[config.mk]
export PLATFORM = sky130hd
export DESIGN_NAME = dvp_pixel_tx
export DESIGN_NICKNAME = d
export VERILOG_FILES = /design/src/rtl/dvp_pixel_tx.sv
export SDC_FILE = /design/constraint.sdc
export NUM_CORES = 1
export LEC_CHECK = 0
export BUFFER_PORTS_ARGS = -buffer_cell sky130_fd_sc_hd__buf_2
export CAP_MARGIN = 5
export CELL_PAD_IN_SITES_DETAIL_PLACEMENT = 1
export CELL_PAD_IN_SITES_GLOBAL_PLACEMENT = 1
export CORE_ASPECT_RATIO = 0.7
export CORE_MARGIN = 3
export CORE_UTILIZATION = 44
export DETAILED_ROUTE_END_ITERATION = 7
export PLACE_DENSITY = 0.75
export SETUP_SLACK_MARGIN = 0.3
export SYNTH_ARGS = -nofsm -noshare
export SYNTH_HDL_FRONTEND = slang
export SYNTH_SLANG_ARGS = --single-unit
[constraint.sdc]
create_clock -name i_pclk -period 2.8 [get_ports i_pclk]
set_input_delay 0.56 -clock i_pclk [delete_from_list [all_inputs] [get_ports i_pclk]]
set_output_delay 0.56 -clock i_pclk [all_outputs]
set_load 0.02 [all_outputs]
[src/rtl/dvp_pixel_tx.sv]
// dvp_pixel_tx: OV7670-style DVP source (vsync/href/D), RGB444 stream in, two bytes per pixel.
// Ports: i_pclk, i_rst (async, active high), i_enable, i_pix_data/i_pix_valid/o_pix_ready stream,
//        o_vsync/o_href/o_D video bus, o_underrun and o_frame_done single-cycle pulses.
module dvp_pixel_tx #(
  parameter int H_ACTIVE    = 640,
  parameter int H_BLANK     = 144,
  parameter int V_ACTIVE    = 480,
  parameter int VSYNC_LINES = 3,
  parameter int V_BACK      = 17,
  parameter int V_FRONT     = 10
) (
  input  logic        i_pclk,
  input  logic        i_rst,
  input  logic        i_enable,
  input  logic [11:0] i_pix_data,
  input  logic        i_pix_valid,
  output logic        o_pix_ready,
  output logic        o_vsync,
  output logic        o_href,
  output logic [7:0]  o_D,
  output logic        o_underrun,
  output logic        o_frame_done
);

  localparam int LINE_LEN = 2 * H_ACTIVE + H_BLANK;
  localparam int HREF_LEN = 2 * H_ACTIVE;
  localparam int HW = (LINE_LEN > 1) ? $clog2(LINE_LEN) : 1;
  localparam int V_M1 = (VSYNC_LINES > V_BACK) ? VSYNC_LINES : V_BACK;
  localparam int V_M2 = (V_ACTIVE > V_FRONT) ? V_ACTIVE : V_FRONT;
  localparam int V_MAX = (V_M1 > V_M2) ? V_M1 : V_M2;
  localparam int VW = (V_MAX > 1) ? $clog2(V_MAX) : 1;
  localparam logic [HW-1:0] H_LAST = HW'(LINE_LEN - 1);
  localparam logic [HW:0] H_HREF = (HW + 1)'(HREF_LEN);

  typedef enum logic [2:0] {
    IDLE,
    VSYNC,
    VBACK,
    ACTIVE,
    VFRONT
  } state_t;

  state_t        state;
  state_t        nxt_state;
  logic [HW-1:0] h_cnt;
  logic [HW-1:0] nxt_h;
  logic [VW-1:0] v_cnt;
  logic [VW-1:0] nxt_v;
  logic [7:0]    pix_gb;
  logic          nxt_href;
  logic          nxt_first;
  logic          nxt_done;

  function automatic logic [VW-1:0] sec_last(input state_t s);
    logic [VW-1:0] r;
    r = '0;
    unique case (s)
      VSYNC:   r = VW'(VSYNC_LINES - 1);
      VBACK:   r = VW'(V_BACK - 1);
      ACTIVE:  r = VW'(V_ACTIVE - 1);
      VFRONT:  r = VW'(V_FRONT - 1);
      default: r = '0;
    endcase
    return r;
  endfunction

  // Next non-empty section after s; IDLE in means frame start,
  // IDLE out means the frame has ended.
  function automatic state_t next_sec(input state_t s);
    state_t r;
    r = IDLE;
    if (s == IDLE && VSYNC_LINES > 0)
      r = VSYNC;
    else if ((s == IDLE || s == VSYNC) && V_BACK > 0)
      r = VBACK;
    else if (s != ACTIVE && s != VFRONT && V_ACTIVE > 0)
      r = ACTIVE;
    else if (s != VFRONT && V_FRONT > 0)
      r = VFRONT;
    return r;
  endfunction

  // Position of the cycle launched by the next edge.
  always_comb begin
    nxt_state = state;
    nxt_h     = h_cnt;
    nxt_v     = v_cnt;
    if (state == IDLE) begin
      if (i_enable)
        nxt_state = next_sec(IDLE);
    end else if (h_cnt != H_LAST) begin
      nxt_h = h_cnt + 1'b1;
    end else begin
      nxt_h = '0;
      if (v_cnt != sec_last(state)) begin
        nxt_v = v_cnt + 1'b1;
      end else begin
        nxt_v     = '0;
        nxt_state = next_sec(state);
        if (nxt_state == IDLE && i_enable)
          nxt_state = next_sec(IDLE);
      end
    end
  end

  assign nxt_href  = (nxt_state == ACTIVE) &&
                     ({1'b0, nxt_h} < H_HREF);
  assign nxt_first = nxt_href && !nxt_h[0];
  assign nxt_done  = (nxt_state != IDLE) &&
                     (nxt_h == H_LAST) &&
                     (nxt_v == sec_last(nxt_state)) &&
                     (next_sec(nxt_state) == IDLE);

  assign o_pix_ready = nxt_first && !i_rst;

  always_ff @(posedge i_pclk or posedge i_rst) begin
    if (i_rst) begin
      state        <= IDLE;
      h_cnt        <= '0;
      v_cnt        <= '0;
      pix_gb       <= '0;
      o_vsync      <= 1'b0;
      o_href       <= 1'b0;
      o_D          <= 8'h00;
      o_underrun   <= 1'b0;
      o_frame_done <= 1'b0;
    end else begin
      state        <= nxt_state;
      h_cnt        <= nxt_h;
      v_cnt        <= nxt_v;
      o_vsync      <= (nxt_state == VSYNC);
      o_href       <= nxt_href;
      o_frame_done <= nxt_done;
      o_underrun   <= 1'b0;
      if (nxt_first) begin
        if (i_pix_valid) begin
          pix_gb <= i_pix_data[7:0];
          o_D    <= {4'h0, i_pix_data[11:8]};
        end else begin
          // Missing pixel goes out as black.
          pix_gb     <= 8'h00;
          o_D        <= 8'h00;
          o_underrun <= 1'b1;
        end
      end else if (nxt_href) begin
        o_D <= pix_gb;
      end else begin
        o_D <= 8'h00;
      end
    end
  end

endmodule

==> results_dict.tcl <==
set metrics [dict create \
    status "finished, violations left" \
    violations "setup timing" \
    io_buffer_count 28 \
    max_freq_mhz 322 \
    critPathCaptureType "primary output" \
    vias 2507 \
    drt-wirelength-per-cell_um 24.6 \
    arrival_ps 2540 \
    syn_nets 275 \
    yosysMostFrequentCell "dfrtp_1" \
    finalCritPeriodShare_pct 111 \
    drt-total-wl_um 9700 \
    async_reset_ff_share_pct 100 \
    clock_sinks 43 \
    rrSetupSlack_ps -20 \
    grt_pass1_vias 2432 \
    rows 21 \
    synth_common_cells "43 x dfrtp_1, 27 x nand2_1, 20 x nand3_1, 14 x nor3_1, 13 x nor2_1" \
    ys_seq_area_share_pct 44.6 \
    ys_ff_latch 43 \
    yosysTopAreaCell "dfrtp_1" \
    cts_root_buf "clkbuf_8" \
    numCtsBuffers 5 \
    drive_gt1_share_pct 39.3 \
    worstRegToRegCells 10 \
    synth_cells 257 \
    core_area_mm2 0.00502 \
    track_usage_pct 27.7 \
    diodes 0 \
    ys_types 52 \
    cts_buffer_depth 2 \
    gp_congestion 0.942 \
    htreeDepth 2 \
    rsz0062_at_grt "yes" \
    nets 343 \
    dpl.cell_count 367 \
    slew_headroom_pct 39.6 \
    worstSetupPathType "register to primary output" \
    min_path_type "input pin to async pin" \
    drc 0 \
    skew_ps 6.27 \
    fin_setup_tns_ps -318 \
    synth_top_area_share_pct 44.6 \
    fin_crit_ps 3100 \
    die-area_mm2 0.00642 \
    synth.cell_area_mm2 0.00241 \
    ir_worst_vdd_mv 0.426 \
    r2r-start "state[1]$_DFF_PP0_" \
    worstSkewPairLatency_ps 300 \
    start_util_pct 48.0 \
    path_max_fanout 6 \
    area_growth_syn_to_layout_pct 33.8 \
    clkTransAtPathRegs_ps 90 \
    hpwl_um 5710 \
    setup_viol 2 \
    io_pins 29 \
    critPathLaunchType "register" \
    first_iter_violations 210 \
    final_cells 395 \
    vias_per_cell 6.35 \
    grt_antenna_before_repair 0 \
    grt_pass1_wl_um 13200 \
    die_width_um 94.5 \
    grt-ovfl-total 0 \
    p_leak_nw 1.45 \
    final_hold_viol_count 0 \
    power_mw 1.17 \
    cts_tree "built" \
    postSynthAreaPerCell_um2 9.38 \
    synth_edf_count 0 \
    setup_ws_ps -301 \
    synthTopCellsByArea "dfrtp_1 45%, nand2_1 4.2%, nand3_1 4.2%" \
    grt_max_degree 44 \
    drv_cap 0 \
    hold_buffers 0 \
    powerDensity_mw_per_mm2 364 \
    dr.pass1.iters 5 \
    die-height_um 67.9 \
    ys.flop_type "dfrtp_1" \
    worstPathRequired_ps 2240 \
    drtAntennaViolNets 0 \
    worst_slew_pin_slew_ps 905 \
    ys_warn_count 0 \
    drv_slew 0 \
    fillers 566 \
    r2r_end "o_frame_done$_DFF_PP0_" \
]
[layout by cell type, fill, tap and decap left out, types with 5 or more instances in the layout]
master    instances
a21oi_1           9
buf_2            27
buf_4            47
clkbuf_8          5
dfrtp_1          37
dfrtp_2           6
inv_1             8
mux2i_1           6
nand2_1          26
nand3_1          18
nand4_1           8
nor2_1           11
nor3_1            8
nor3_2            5
o21ai_0           8
xnor2_1           9
[metal layers]
layer  share of wire (%)  track usage, %
met5                   0               0
met4                 3.5            8.27
met3                 8.2            6.59
met2                  44            41.3
met1                  44            40.1
[logic make-up (layout without fill, tap and decap cells)]
| logic type | count (synthesis) | count (layout) | synth area share (%) |
|---|---|---|---|
| XOR/XNOR | 11 | 11 | 4.00 |
| adder cells (fa/ha/maj) | 2 | 2 | 1.04 |
| AO/OA/AOI/OAI | 47 | 47 | 13.9 |
| flip-flops | 43 | 43 | 44.6 |
| multiplexers | 9 | 9 | 3.89 |
| buffers and inverters | 25 | 94 | 4.67 |
| AND/OR/NAND/NOR | 120 | 120 | 27.9 |
[area by class of cell]
class	count	area, um^2	share of cell area (%)
Multi-Input combinational cell	189	1380	42.8
Sequential cell	43	1080	33.6
Timing Repair Buffer	77	526	16.3
Tap cell	69	86.3	2.68
Clock buffer	5	68.8	2.13
Clock inverter	3	46.3	1.44
Inverter	9	33.8	1.05
[state kept, by name, summed over array words and instances, names as in the netlist]
register / flops
h_cnt: 11
v_cnt: 9
o_D: 8
pix_gb: 8
state: 3
o_frame_done: 1
o_href: 1
o_underrun: 1
o_vsync: 1
[report_power, final]
group | switching (mW) | internal, mW | total [mW]
clock network | 0.245 | 0.269 | 0.514
logic | 0.0245 | 0.0114 | 0.0359
registers | 0.000798 | 0.623 | 0.624
[worst max-delay path: stages (launching register included)]
cell and delay [ps]:
dfrtp_2 470, buf_4 170, or3_4 430, buf_4 180, a31oi_2 190, nor2_1 110
a21oi_2 140, a211o_1 210, nand3_4 110, nor2_4 100, buf_6 120
[metrics by stage]
stage	hold slack, ps	worst slack (ps)	utilization [%]	area [um^2]
final	480	-301	64.3	3230
after detailed placement	474	-15.0	55.7	2800
after global placement	475	82.7	55.7	2800
after CTS	493	-158	60.8	3050
after floorplan	456	223	-	2440
after global routing	519	-381	64.3	3230
[how the worst max path moves through the flow]
stage | from | end | slack, ps
after floorplan | state[1]$_DFF_PP0_ | o_pix_ready | 220
after global placement | state[2]$_DFF_PP0_ | o_pix_ready | 80
after detailed placement | state[2]$_DFF_PP0_ | o_pix_ready | -10
after CTS | state[0]$_DFF_PP0_ | o_pix_ready | -160
after global routing | state[1]$_DFF_PP0_ | o_pix_ready | -380
final | state[1]$_DFF_PP0_ | o_pix_ready | -300
[what timing repair did]
action,4_1_cts,5_1_grt
gates resized for setup,19,21
endpoints found under the setup margin,19,21
setup buffers,9,11
endpoints found under the hold margin,0,0
pin swaps,10,9
(Power assumes the default switching activity.)
